### config.mk
export PLATFORM = sky130hd
export DESIGN_NAME = alu_operand_stage
export DESIGN_NICKNAME = d
export VERILOG_FILES = /design/src/rtl/alu_operand_stage.sv
export SDC_FILE = /design/constraint.sdc
export NUM_CORES = 1
export LEC_CHECK = 0
export CAP_MARGIN = 20
export CORE_ASPECT_RATIO = 1.2
export CORE_UTILIZATION = 63
export CTS_BUF_LIST = sky130_fd_sc_hd__clkbuf_2 sky130_fd_sc_hd__clkbuf_4 sky130_fd_sc_hd__clkbuf_8
export DETAILED_ROUTE_END_ITERATION = 10
export HOLD_SLACK_MARGIN = 0.08
export MAX_ROUTING_LAYER = met4
export PLACE_DENSITY = 0.83
export SYNTH_ARGS = -nofsm -noshare
export SYNTH_HDL_FRONTEND = slang
export SYNTH_SLANG_ARGS = --single-unit
### constraint.sdc
create_clock -name clk -period 2.6 [get_ports clk]
set_input_delay 0.26 -clock clk [delete_from_list [all_inputs] [get_ports clk]]
set_output_delay 0.26 -clock clk [all_outputs]
set_load 0.01 [all_outputs]
### src/rtl/alu_operand_stage.sv
// Operand fetch stage in front of the alu: register file, scoreboard, writeback
// bypass and a single valid/ready output register carrying x, y, operation, rd.
module alu_operand_stage #(
  parameter int word_len = 32,
  parameter int op_len   = 8,
  parameter int addr_len = 4
) (
  input  logic                clk,
  input  logic                rst_n,
  input  logic                in_valid,
  output logic                in_ready,
  input  logic [op_len-1:0]   in_op,
  input  logic [addr_len-1:0] in_rs1,
  input  logic [addr_len-1:0] in_rs2,
  input  logic [addr_len-1:0] in_rd,
  output logic                out_valid,
  input  logic                out_ready,
  output logic [word_len-1:0] x,
  output logic [word_len-1:0] y,
  output logic [op_len-1:0]   operation,
  output logic [addr_len-1:0] out_rd,
  input  logic                wb_en,
  input  logic [addr_len-1:0] wb_rd,
  input  logic [word_len-1:0] wb_data,
  input  logic                wb_ovf,
  input  logic                wb_neg,
  input  logic                wb_zer,
  output logic [2:0]          flags
);
  localparam int NREG = 2**addr_len;

  typedef struct packed {
    logic [word_len-1:0] x;
    logic [word_len-1:0] y;
    logic [op_len-1:0]   op;
    logic [addr_len-1:0] rd;
  } opnd_t;

  logic [NREG-1:0][word_len-1:0] rf_q;
  logic [NREG-1:0]               pend_q, pend_d;
  logic [2:0]                    flags_q;
  opnd_t                         out_q, out_d;
  logic                          vld_q;
  logic                          wb_hit;
  logic                          hazard, accept;
  logic                          haz1, haz2, hazd;

  assign wb_hit = wb_en && (wb_rd != '0);

  // A pending index is released early by a writeback landing in the same cycle.
  always_comb begin
    haz1 = pend_q[in_rs1] && !(wb_en && wb_rd == in_rs1);
    haz2 = pend_q[in_rs2] && !(wb_en && wb_rd == in_rs2);
    hazd = pend_q[in_rd]  && !(wb_en && wb_rd == in_rd);
  end

  assign hazard   = haz1 || haz2 || hazd;
  assign in_ready = (!vld_q || out_ready) && !hazard;
  assign accept   = in_valid && in_ready;

  always_comb begin
    out_d    = out_q;
    out_d.op = in_op;
    out_d.rd = in_rd;
    if (in_rs1 == '0)                     out_d.x = '0;
    else if (wb_hit && wb_rd == in_rs1)   out_d.x = wb_data;
    else                                  out_d.x = rf_q[in_rs1];
    if (in_rs2 == '0)                     out_d.y = '0;
    else if (wb_hit && wb_rd == in_rs2)   out_d.y = wb_data;
    else                                  out_d.y = rf_q[in_rs2];
  end

  // Clear before set so an issue to the index being written back stays pending.
  always_comb begin
    pend_d = pend_q;
    if (wb_hit)                   pend_d[wb_rd] = 1'b0;
    if (accept && in_rd != '0)    pend_d[in_rd] = 1'b1;
  end

  always_ff @(posedge clk or negedge rst_n) begin
    if (!rst_n) begin
      rf_q    <= '0;
      pend_q  <= '0;
      flags_q <= '0;
      out_q   <= '0;
      vld_q   <= 1'b0;
    end else begin
      pend_q <= pend_d;
      if (wb_en) flags_q <= {wb_ovf, wb_neg, wb_zer};
      if (wb_hit) rf_q[wb_rd] <= wb_data;
      if (accept) begin
        out_q <= out_d;
        vld_q <= 1'b1;
      end else if (out_ready) begin
        vld_q <= 1'b0;
      end
    end
  end

  assign out_valid = vld_q;
  assign x         = out_q.x;
  assign y         = out_q.y;
  assign operation = out_q.op;
  assign out_rd    = out_q.rd;
  assign flags     = flags_q;
endmodule

==> results.md, run 1 <==
- Final core occ: about three quarters
- Clk_skew: roughly 0.035 ns
- Largest net degree at the start of global routing: between 70 and 80
- CTS Buffer Depth: 3
- Initial antenna violation count: 2
- Final Non-Filler Cells: roughly 2900
- Commonest non-fill, non-tap cell in the layout: dfrtp_1
- Row cnt: approximately 90
- Die height: between 200 and 250 um
- Clock period minus worst slack: around 2.7 ns
- Number of global-route vias before repair: around 21000
- Max-slew headroom: between 50% and 60%
- LEAKAGE: between 15 and 20 nW
- Internal Power: 0.0223 W
- Sw frac: roughly 28%
- Setup WS post-layout: -0.0937 ns
- Sw power: roughly 0.0088 W
- Synth Warn #: 0
- Die area: 50700 um^2
- Hold WS: approximately 0.16 ns
- Avg WL per Cell: around 29 um
- Area delta synth->final: 17.8%
- Clock Latency Late Sink: about 0.7 ns
- CP arrival: approximately 2.4 ns
- Worst-path fanout max: 4
- Maxcap violations: 0
- Commonest non-fill, non-tap cells in the layout: dfrtp_1 (608), mux2_2 (531), mux4_2 (332)
- DRT Wirelength: between 80000 and 90000 um
- Placed cells: between 2000 and 3000
- Clock power share: between 20% and 30%
- Post-synth top area cell: dfrtp_1
- Sequential-to-total area share from yosys stat: between 40 and 50%
- Core ar.: 49200 um^2
- Vias/cell: roughly 6.9
- Critical Path End Type: output pin
- Mapped cell area: approximately 31000 um^2
- CTS sink count: a little over 600
- TritonCTS Buffers: just under 100
- Placer Congestion: around 0.91
- First-pass GRT wire length: approximately 130000 um
- Final nets: between 2000 and 2500
- Placed cell areas: 34700 um^2
- Tightest Pin Transition: roughly 0.69 ns
- Gr usage total: 34.7%
- Req. time, crit path: about 2.3 ns
- Worst path slowest cell: mux4_2
- # H-tree levels: 3
- Worst VDD drop: approximately 560 uV
- Status: finished, violations left
- TritonRoute pass-1 iters: 5
- Post-synthesis cell count: approximately 2000
- Synth top area share: 48.5%
- Reg power frac: a little over two fifths
- RSZ-0062 raised after global routing: true
- Chip width: just over 200 um
- Overflow left after global routing: 0
- Via count: a little under 20000
- Port Buffers: 144
- ANT nets after route: 0
- Root buffer cell: clkbuf_8
- Peak per-stage delay on the critical path: roughly 0.47 ns
- Cell Chain, Critical Path: mux4_2, mux2_4, o211ai_1, and3_4, buf_6
- CP Launch Type: flip-flop
- Initial DRC count: around 1800
- Clk pin slew, worst setup/hold paths: 0.06 ns
- Failing checks: setup timing
- Share of total power in combinational logic: just under 30%
- Pwr dens: 842 nW/um^2
- Synth area leaders: dfrtp_1 (49%), mux4_2 (24%), mux2_2 (19%)
- Setup CP Type: flip-flop to output pin
- Fin. max-slew vios: 0
- Peak Freq: approximately 0.37 GHz
- Ports: between 100 and 150
- Final Cell Area: approximately 37000 um^2
- Hold Violations, Final: 0
- Yosys cell types: 36
- Synth Area per Inst: around 16 um^2
- Hold Path Class: input pin to async pin
- #FFs+latches synth: 608
- Mapped Nets: roughly 2000
- DRC: 0
- DPL Wire Length: approximately 52000 um
- Share of post-route cells with drive strength above 1: between 50% and 60%
- CTS tree: yes
- Period Utilization, post-route: 104%
- Final Setup Violations: 2
- Initial Utilization: about 64%
==> power by group through the flow <==
stage / Sequential [W] / Combinational [W] / Clock, W
after floorplan: 0.0134 / 0.00542 / 0
after global placement: 0.0134 / 0.00819 / 0
after detailed placement: 0.0137 / 0.00850 / 0
after CTS: 0.0135 / 0.00859 / 0.00866
after global routing: 0.0139 / 0.00951 / 0.00910
final: 0.0136 / 0.00898 / 0.00855
==> per-stage QoR <==
stage	setup TNS, ns	total power [W]	setup slack (ns)
6_report	-0.0962	0.0311	-0.0937
5_1_grt	-0.863	0.0325	-0.147
4_1_cts	-0.0998	0.0308	-0.0998
3_5_place_dp	-18.12	0.0222	-0.308
3_3_place_gp	-13.84	0.0216	-0.263
2_1_floorplan	0	0.0188	0.187
==> kinds of logic (layout without fill, tap and decap cells) <==
| kind of cell | after synthesis | count (layout) | synth area share, % |
|---|---|---|---|
| mux | 896 | 896 | 44.1 |
| flops | 608 | 608 | 48.5 |
| buf+inv | 296 | 542 | 3.83 |
| compound gates | 85 | 85 | 2.03 |
| simple gates | 81 | 81 | 1.24 |
| xor+xnor | 12 | 12 | 0.335 |
| other cells | 0 | 2 | 0 |
==> worst paths after layout <==
check                      cells past startpoint           end  startpoint  slack (ns)
max                                            5      in_ready   pend_q[1]       -0.09
min                                            2      rf_q[88]       rst_n        0.16
max reg2reg                                    9         x[24]   pend_q[1]           0
min reg2reg                                    0      rf_q[22]    rf_q[22]        0.39
max in group asynchronous                      4     rf_q[402]       rst_n        1.54
min in group clk                               2  operation[0]    in_op[0]        0.20
==> layout make-up <==
cell class	count	area, um^2
flip-flops and latches	608	15200
multi-input cells	1074	15100
fillers	2845	12300
repair buffers	305	3540
clock buffers	147	1800
well taps	637	797
inverters	74	278
clock inverters	16	190
diodes	2	5.00
==> cells in the mapped netlist, drive strengths merged <==
cell	n
dfrtp	608
mux2	560
mux4	332
clkbuf	179
inv	74
buf	43
nand2	38
o21ai	34
o2bb2ai	32
a32o	15
nor2	13
xor2	9
nand2b	5
mux2i	4
nand3	4
a22oi	3
nor2b	3
nor3	3
or3	3
xnor2	3
and3	2
nand3b	2
nor3b	2
or4	2
and2	1
and4b	1
nand4	1
nor4	1
o211ai	1
==> metal layers <==
layer	routed length (um)	GRT usage, %	part of all wire, %
met2	42100	55.2	51
met4	3700	16.3	4.5
met3	5960	6.34	7.2
met5	0	-	0
met1	31400	43.6	38
==> critical path: cells and delay by family, from the launching register on <==
kind / cells / cell delay [ns]
compound gates: 1 / 0.23
simple gates: 1 / 0.23
mux: 2 / 0.76
flops: 1 / 0.43
buf+inv: 1 / 0.10
==> registers in the layout (all words and copies together) (netlist names) <==
name / count
operation: 8
y: 32
x: 32
out_valid: 1
pend_q: 16
rf_q: 512
out_rd: 4
flags: 3
==> repair_timing <==
action | CTS | global route
setup endpoints to repair | 1 | 15
pin swaps | 3 | 3
cloned | 0 | 5
hold endpoints to repair | 241 | 0
hold buffers | 1 | 0
gates resized for setup | 6 | 15
setup buffers | 2 | 5
Note: power is estimated with default switching activity, not from simulation.
==> run 2: changes to the inputs <==
--- a/config.mk
+++ b/config.mk
@@ -10,6 +10,7 @@
 export CORE_UTILIZATION = 63
 export CTS_BUF_LIST = sky130_fd_sc_hd__clkbuf_2 sky130_fd_sc_hd__clkbuf_4 sky130_fd_sc_hd__clkbuf_8
 export DETAILED_ROUTE_END_ITERATION = 10
+export GPL_TIMING_DRIVEN = 0
 export HOLD_SLACK_MARGIN = 0.08
 export MAX_ROUTING_LAYER = met4
 export PLACE_DENSITY = 0.83
==> run 2 against run 1 <==
The run still ends with setup timing left. Via count increased by 4.4%. Count of clock-buffer cells in the layout increased by 3. Highest routed layer unchanged. Combinational power increased by 2%. Hold slack got worse by 0.035 ns. Sequential power about the same. Routed wire length increased by 7.9%. Critical path type unchanged. Die area unchanged.
==> results.md, run 2 (synthesis results as in run 1) <==
- Core ar.: 49200 um^2 (unchanged)
- LEAKAGE: 15.2 nW (-2.0%)
- Initial DRC count: 2288 (+27%)
- Req. time, crit path: 2.34 ns (about the same)
- TritonRoute pass-1 iters: 8 (+3)
- CTS tree: yes
- Met3 wire length: 7890 um (+32%)
- Area of the multi-input gates: 15100 um^2 (-0.42%)
- Peak Freq: 0.349 GHz (-5.9%)
- Total power: 0.0315 W (+1.1%)
- Largest net degree at the start of global routing: 124 (+75%)
- Share of post-route cells with drive strength above 1: 50.9% (-4.4 points)
- Reg area: 15200 um^2 (unchanged)
- CP arrival: 2.60 ns (+0.17 ns)
- RSZ-0062 raised after global routing: true
- Hold Path Class: input pin to async pin
- Initial Utilization: 63.7% (unchanged)
- Initial antenna violation count: 1 (-1)
- Final Setup Violations: 31 (+29)
- TritonCTS Buffers: 97 (-1.0%)
- Critical Path End Type: output pin
- Setup TNS: -1.01 ns (-0.909 ns)
- R2r endpoint: x[5]
- Ports: 145 (unchanged)
- Worst reg2reg path depth: 9 (unchanged)
- Gr usage total: 37.6% (+2.9 points)
- First-pass GRT wire length: 133000 um (+5.4%)
- Avg WL per Cell: 30.5 um (+5.0%)
- Root buffer cell: clkbuf_8
- CP Launch Type: flip-flop
- Status: finished, violations left
- # H-tree levels: 3 (unchanged)
- DRC: 0 (unchanged)
- Setup WS post-layout: -0.262 ns (-0.168 ns)
- Placer Congestion: 0.926 (+1.9%)
- Clock period minus worst slack: 2.86 ns (+0.168 ns)
- DPL Wire Length: 58100 um (+12%)
- Clk_skew: 0.0227 ns (-0.0127 ns)
- Clock Latency Late Sink: 0.71 ns (about the same)
- Chip width: 206 um (unchanged)
- Worst VDD drop: 486 uV (-13%)
- Failing checks: setup timing
- DRT Wirelength: 89700 um (+7.9%)
- Setup CP Type: flip-flop to output pin
- Worst reg2reg setup slack: 0.01 ns (about the same)
- CTS sink count: 608 (unchanged)
- Pwr dens: 869 nW/um^2 (+3.1%)
- Maxcap violations: 0 (unchanged)
- ANT nets after route: 0 (unchanged)
- Die height: 246 um (unchanged)
- Fillers: 3004 (+5.6%)
- Overflow left after global routing: 0 (unchanged)
- Max FFs per register: 512 (unchanged)
- CTS Buffer Depth: 3 (unchanged)
- Clk pin slew, worst setup/hold paths: 0.07 ns (about the same)
- Post-place setup slack: -1.03 ns (-0.718 ns)
- Hold Violations, Final: 0 (unchanged)
- Die area: 50700 um^2 (unchanged)
- Vias/cell: 6.96 (+1.6%)
- Final nets: 2298 (+3.3%)
- Top Metal Used: met4
- Area delta synth->final: 15.5%
- Number of global-route vias before repair: 21476 (+0.76%)
- Wl on met1: 32900 um (+5.1%)
- Top reg by flops: rf_q
- Via count: 20482 (+4.4%)
- Port Buffers: 130 (-9.7%)
- Period Utilization, post-route: 110% (+6.5 points)
- Max-slew headroom: 22.3% (-32 points)
- Row cnt: 89 (unchanged)
- Commonest non-fill, non-tap cell in the layout: dfrtp_1
- Commonest non-fill, non-tap cells in the layout: dfrtp_1 (608), mux2_2 (531), mux4_2 (332)
- Reg2reg start: pend_q[1]
- Worst-path fanout max: 4 (unchanged)
- Critical path origin: pend_q[1]
- Fin. max-slew vios: 0 (unchanged)
- DR WL met2: 44000 um (+4.4%)
- Tightest Pin Transition: 1.17 ns (+0.476 ns)
run 2: cell count changes in the layout (fill, tap and decap cells not counted), sizes merged:
cell / delta
clkinvlp: +2
clkdlybuf4s50: -6
dlygate4sd3: +1
clkinv: +1
bufinv: -1
diode: +1
clkbuf: +179
buf: -97
inv: -2
run 2: stage by stage:
step                util (%)  hold WS [ns]  std cells  area (um^2)
finish                  73.6         0.124       2941        36200
CTS                     72.9         0.141       2929        35900
detailed placement      68.4         0.373       2754        33700
global route            73.6         0.180       2939        36200
floorplan                  -       -0.0356       1978        31400
global placement        68.0         0.452       2745        33500
run 2: how the worst max path moves through the flow:
stage / end / slack (ns) / cells after the start
CTS: in_ready / -0.29 / 8
global placement: x[8] / -24.59 / 1
floorplan: x[10] / 0.19 / 7
finish: in_ready / -0.26 / 7
global route: in_ready / -0.32 / 6
detailed placement: y[5] / -1.03 / 7
run 2: metal layers:
metal | global-route usage (%) | vias up
li1 | - | 8055
met1 | 47.4 | 10918
met3 | 7.84 | 332
met5 | - | -
met4 | 21.9 | 0
met2 | 56.9 | 1177
run 2: final cells by class:
cell class / instances / area share [%]
timing repair buffer: 158 / 4.82
tap: 637 / 2.20
buffer: 221 / 2.94
antenna: 3 / 0.0207
multi-input combinational: 1074 / 41.6
clock inverter: 16 / 0.418
clock buffer: 150 / 5.25
inverter: 74 / 0.767
sequential: 608 / 42.0
run 2: report_power, final:
group          switching, W  leakage [nW]  internal [W]
logic               0.00344          6.58       0.00571
clock network       0.00391          1.09       0.00483
registers           0.00169          7.54        0.0119
total               0.00904          15.2        0.0224
run 2: critical path, stage by stage (launching register included):
cell	delay, ns
dfrtp_1	0.43
mux4_2	0.48
mux2i_1	0.20
mux2i_1	0.14
a22oi_2	0.20
and3_1	0.20
clkbuf_8	0.15
buf_6	0.10
run 2: timing repair:
item | CTS | global route
setup endpoints to repair | 177 | 220
buffers inserted | 7 | 5
pin swaps | 2 | 2
cloned | 0 | 3
resized for setup | 47 | 94
hold buffers | 2 | 0
hold endpoints to repair | 101 | 0
==> run 3: changes to the inputs <==
--- a/config.mk
+++ b/config.mk
@@ -7,13 +7,13 @@
 export LEC_CHECK = 0
 export CAP_MARGIN = 20
 export CORE_ASPECT_RATIO = 1.2
-export CORE_UTILIZATION = 63
+export CORE_UTILIZATION = 50
 export CTS_BUF_LIST = sky130_fd_sc_hd__clkbuf_2 sky130_fd_sc_hd__clkbuf_4 sky130_fd_sc_hd__clkbuf_8
 export DETAILED_ROUTE_END_ITERATION = 10
 export GPL_TIMING_DRIVEN = 0
 export HOLD_SLACK_MARGIN = 0.08
 export MAX_ROUTING_LAYER = met4
-export PLACE_DENSITY = 0.83
+export PLACE_DENSITY = 0.68
 export SYNTH_ARGS = -nofsm -noshare
 export SYNTH_HDL_FRONTEND = slang
 export SYNTH_SLANG_ARGS = --single-unit
==> run 3 against run 2 <==
The run still ends with setup timing left. Count of clock-buffer cells in the layout is 13 higher. Die area is 26% higher. Non-clock buffer count is 2 higher. Cell area is 0.75% higher. Fmax is 3.8% higher. Utilization is 15 points lower. Total power is 1.2% lower. Clock skew is 0.0079 ns higher. Combinational power is 5.0% lower. Critical path depth stayed put. Largest cell class unchanged. Sequential cell count stayed put. Final cell count is 6.5% higher.
==> results.md, run 3 (synthesis results as in run 1) <==
- Fin. max-slew vios: 0 (unchanged)
- CTS tree: yes
- Max FFs per register: 512 (unchanged)
- Hold Violations, Final: 0 (unchanged)
- Clock Latency Late Sink: 0.72 ns (about the same)
- Worst VDD drop: 426 uV (-12%)
- Share of post-route cells with drive strength above 1: 50.4% (-0.52 points)
- Maxcap violations: 0 (unchanged)
- Critical path origin: pend_q[7]
- Period Utilization, post-route: 106% (-4.0 points)
- Worst reg2reg setup slack: -0.16 ns (-0.17 ns)
- Req. time, crit path: 2.34 ns (about the same)
- DRT Wirelength: 92800 um (+3.4%)
- Pwr dens: 852 nW/um^2 (-1.9%)
- Largest net degree at the start of global routing: 126 (+1.6%)
- Hold Crit Depth: 2
- Overflow left after global routing: 0 (unchanged)
- Fillers: 4832 (+61%)
- LEAKAGE: 15.2 nW (about the same)
- TritonCTS Buffers: 101 (+4.1%)
- Placer Congestion: 0.910 (-1.7%)
- Reg area: 15200 um^2 (unchanged)
- CTS Buffer Depth: 3 (unchanged)
- CP arrival: 2.50 ns (-0.10 ns)
- CP Launch Type: flip-flop
- Avg WL per Cell: 29.6 um (-2.9%)
- Tightest Pin Transition: 1.17 ns (+0.00412 ns)
- Die area: 63700 um^2 (+26%)
- RSZ-0062 raised after global routing: true
- R2r endpoint: x[16]
- Final Setup Violations: 38 (+23%)
- Via count: 20144 (-1.7%)
- Worst-path fanout max: 3 (-1)
- Placed cells: 2937 (+6.6%)
- Setup WS post-layout: -0.156 ns (+0.105 ns)
- Number of global-route vias before repair: 21649 (+0.81%)
- Initial antenna violation count: 1 (unchanged)
- Commonest non-fill, non-tap cell in the layout: dfrtp_1
- Core ar.: 62100 um^2 (+26%)
- Final nets: 2304 (+0.26%)
- Status: finished, violations left
- Reg2reg start: pend_q[7]
- Hold Path Class: input pin to flip-flop
- Initial DRC count: 1810 (-21%)
- Final Non-Filler Cells: 3132 (+6.5%)
- Initial Utilization: 50.5% (-13 points)
- Row cnt: 100 (+12%)
- DRC: 0 (unchanged)
- Gr usage total: 31.0% (-6.7 points)
- Final core occ: 58.8% (-15 points)
- Clk_skew: 0.0305 ns (+0.00786 ns)
- Commonest non-fill, non-tap cells in the layout: dfrtp_1 (608), mux2_2 (531), mux4_2 (332)
- Area delta synth->final: 16.3%
- First-pass GRT wire length: 140000 um (+4.8%)
- Total power: 0.0311 W (-1.2%)
- Top reg by flops: rf_q
- Worst Min Path Start: in_op[0]
- Clock period minus worst slack: 2.76 ns (-0.105 ns)
- Worst reg2reg path depth: 10 (+1)
- Ports: 145 (unchanged)
- ANT nets after route: 0 (unchanged)
- Port Buffers: 130 (unchanged)
- Area of the multi-input gates: 15000 um^2 (-0.64%)
- Vias/cell: 6.43 (-7.6%)
- Clk pin slew, worst setup/hold paths: 0.06 ns (about the same)
- DPL Wire Length: 60800 um (+4.6%)
- # H-tree levels: 3 (unchanged)
- Setup CP Type: flip-flop to output pin
- Max-slew headroom: 22.0% (-0.27 points)
- Failing checks: setup timing
- Worst Hold Path EP: operation[0]
- CTS sink count: 608 (unchanged)
- Peak Freq: 0.363 GHz (+3.8%)
- Chip width: 231 um (+12%)
- Die height: 276 um (+12%)
- TritonRoute pass-1 iters: 5 (-3)
- Critical Path End Type: output pin
- Root buffer cell: clkbuf_8
## run 3: cell count changes in the layout (fill, tap and decap cells not counted), moves of 3 or more
cell      change
clkbuf_4     +10
buf_16        +7
clkinv_2      +3
clkbuf_2      +5
buf_12        -5
mux2_1       +26
mux2_4       -26
clkbuf_1      -6
buf_8         +6
## run 3: critical path, stage by stage (launching register included)
cell and delay, ns:
dfrtp_1 0.39, buf_4 0.14, mux4_2 0.48, mux2i_1 0.17, nand2_1 0.07, o211ai_1 0.16
and3_4 0.26, buf_6 0.11
## run 3: final cells by class
class / count / area share (%)
inverter: 74 / 0.761
tap: 816 / 2.80
clock buffer: 163 / 5.53
sequential: 608 / 41.7
timing repair buffer: 161 / 5.21
clock inverter: 15 / 0.240
multi-input combinational: 1074 / 41.0
buffer: 220 / 2.75
antenna: 1 / 0.00686
## run 3: where the power goes
group | internal (W) | switching, W | total (W) | leakage [nW]
clock | 0.00488 | 0.00401 | 0.00889 | 1.13
combinational | 0.00539 | 0.00330 | 0.00869 | 6.52
sequential | 0.0119 | 0.00163 | 0.0135 | 7.54
total | 0.0221 | 0.00894 | 0.0311 | 15.2
## run 3: worst max-delay path by stage
stage                     depth (start not counted)  slack (ns)        end
final                                             7       -0.16   in_ready
after floorplan                                   7        0.19      x[10]
after detailed placement                          7       -1.21      y[15]
after CTS                                         7       -0.29   in_ready
after global routing                              6       -0.21   in_ready
after global placement                            1      -25.26  rf_q[425]
## run 3: what timing repair did
action / CTS / global route
setup endpoints to repair: 278 / 193
setup buffers: 4 / 1
hold buffers: 10 / 0
resized for setup: 62 / 38
pin swaps: 2 / 1
gates cloned: 0 / 2
endpoints found under the hold margin: 131 / 0
## run 3: per-stage QoR
step	TNS, ns	area [um^2]	setup slack, ns	hold WS [ns]
floorplan	0	31400	0.187	-0.0356
global placement	-	33700	-25.26	0.452
detailed placement	-402.13	34000	-1.21	0.215
CTS	-0.701	36400	-0.289	0.124
global route	-4.76	36500	-0.213	0.153
finish	-3.10	36500	-0.156	0.157
## run 3: layer usage
layer  GRT usage, %  wire [um]
met3           5.06       6050
met5              -          0
met1           39.5      36300
met2           48.9      46400
met4           13.8       3950
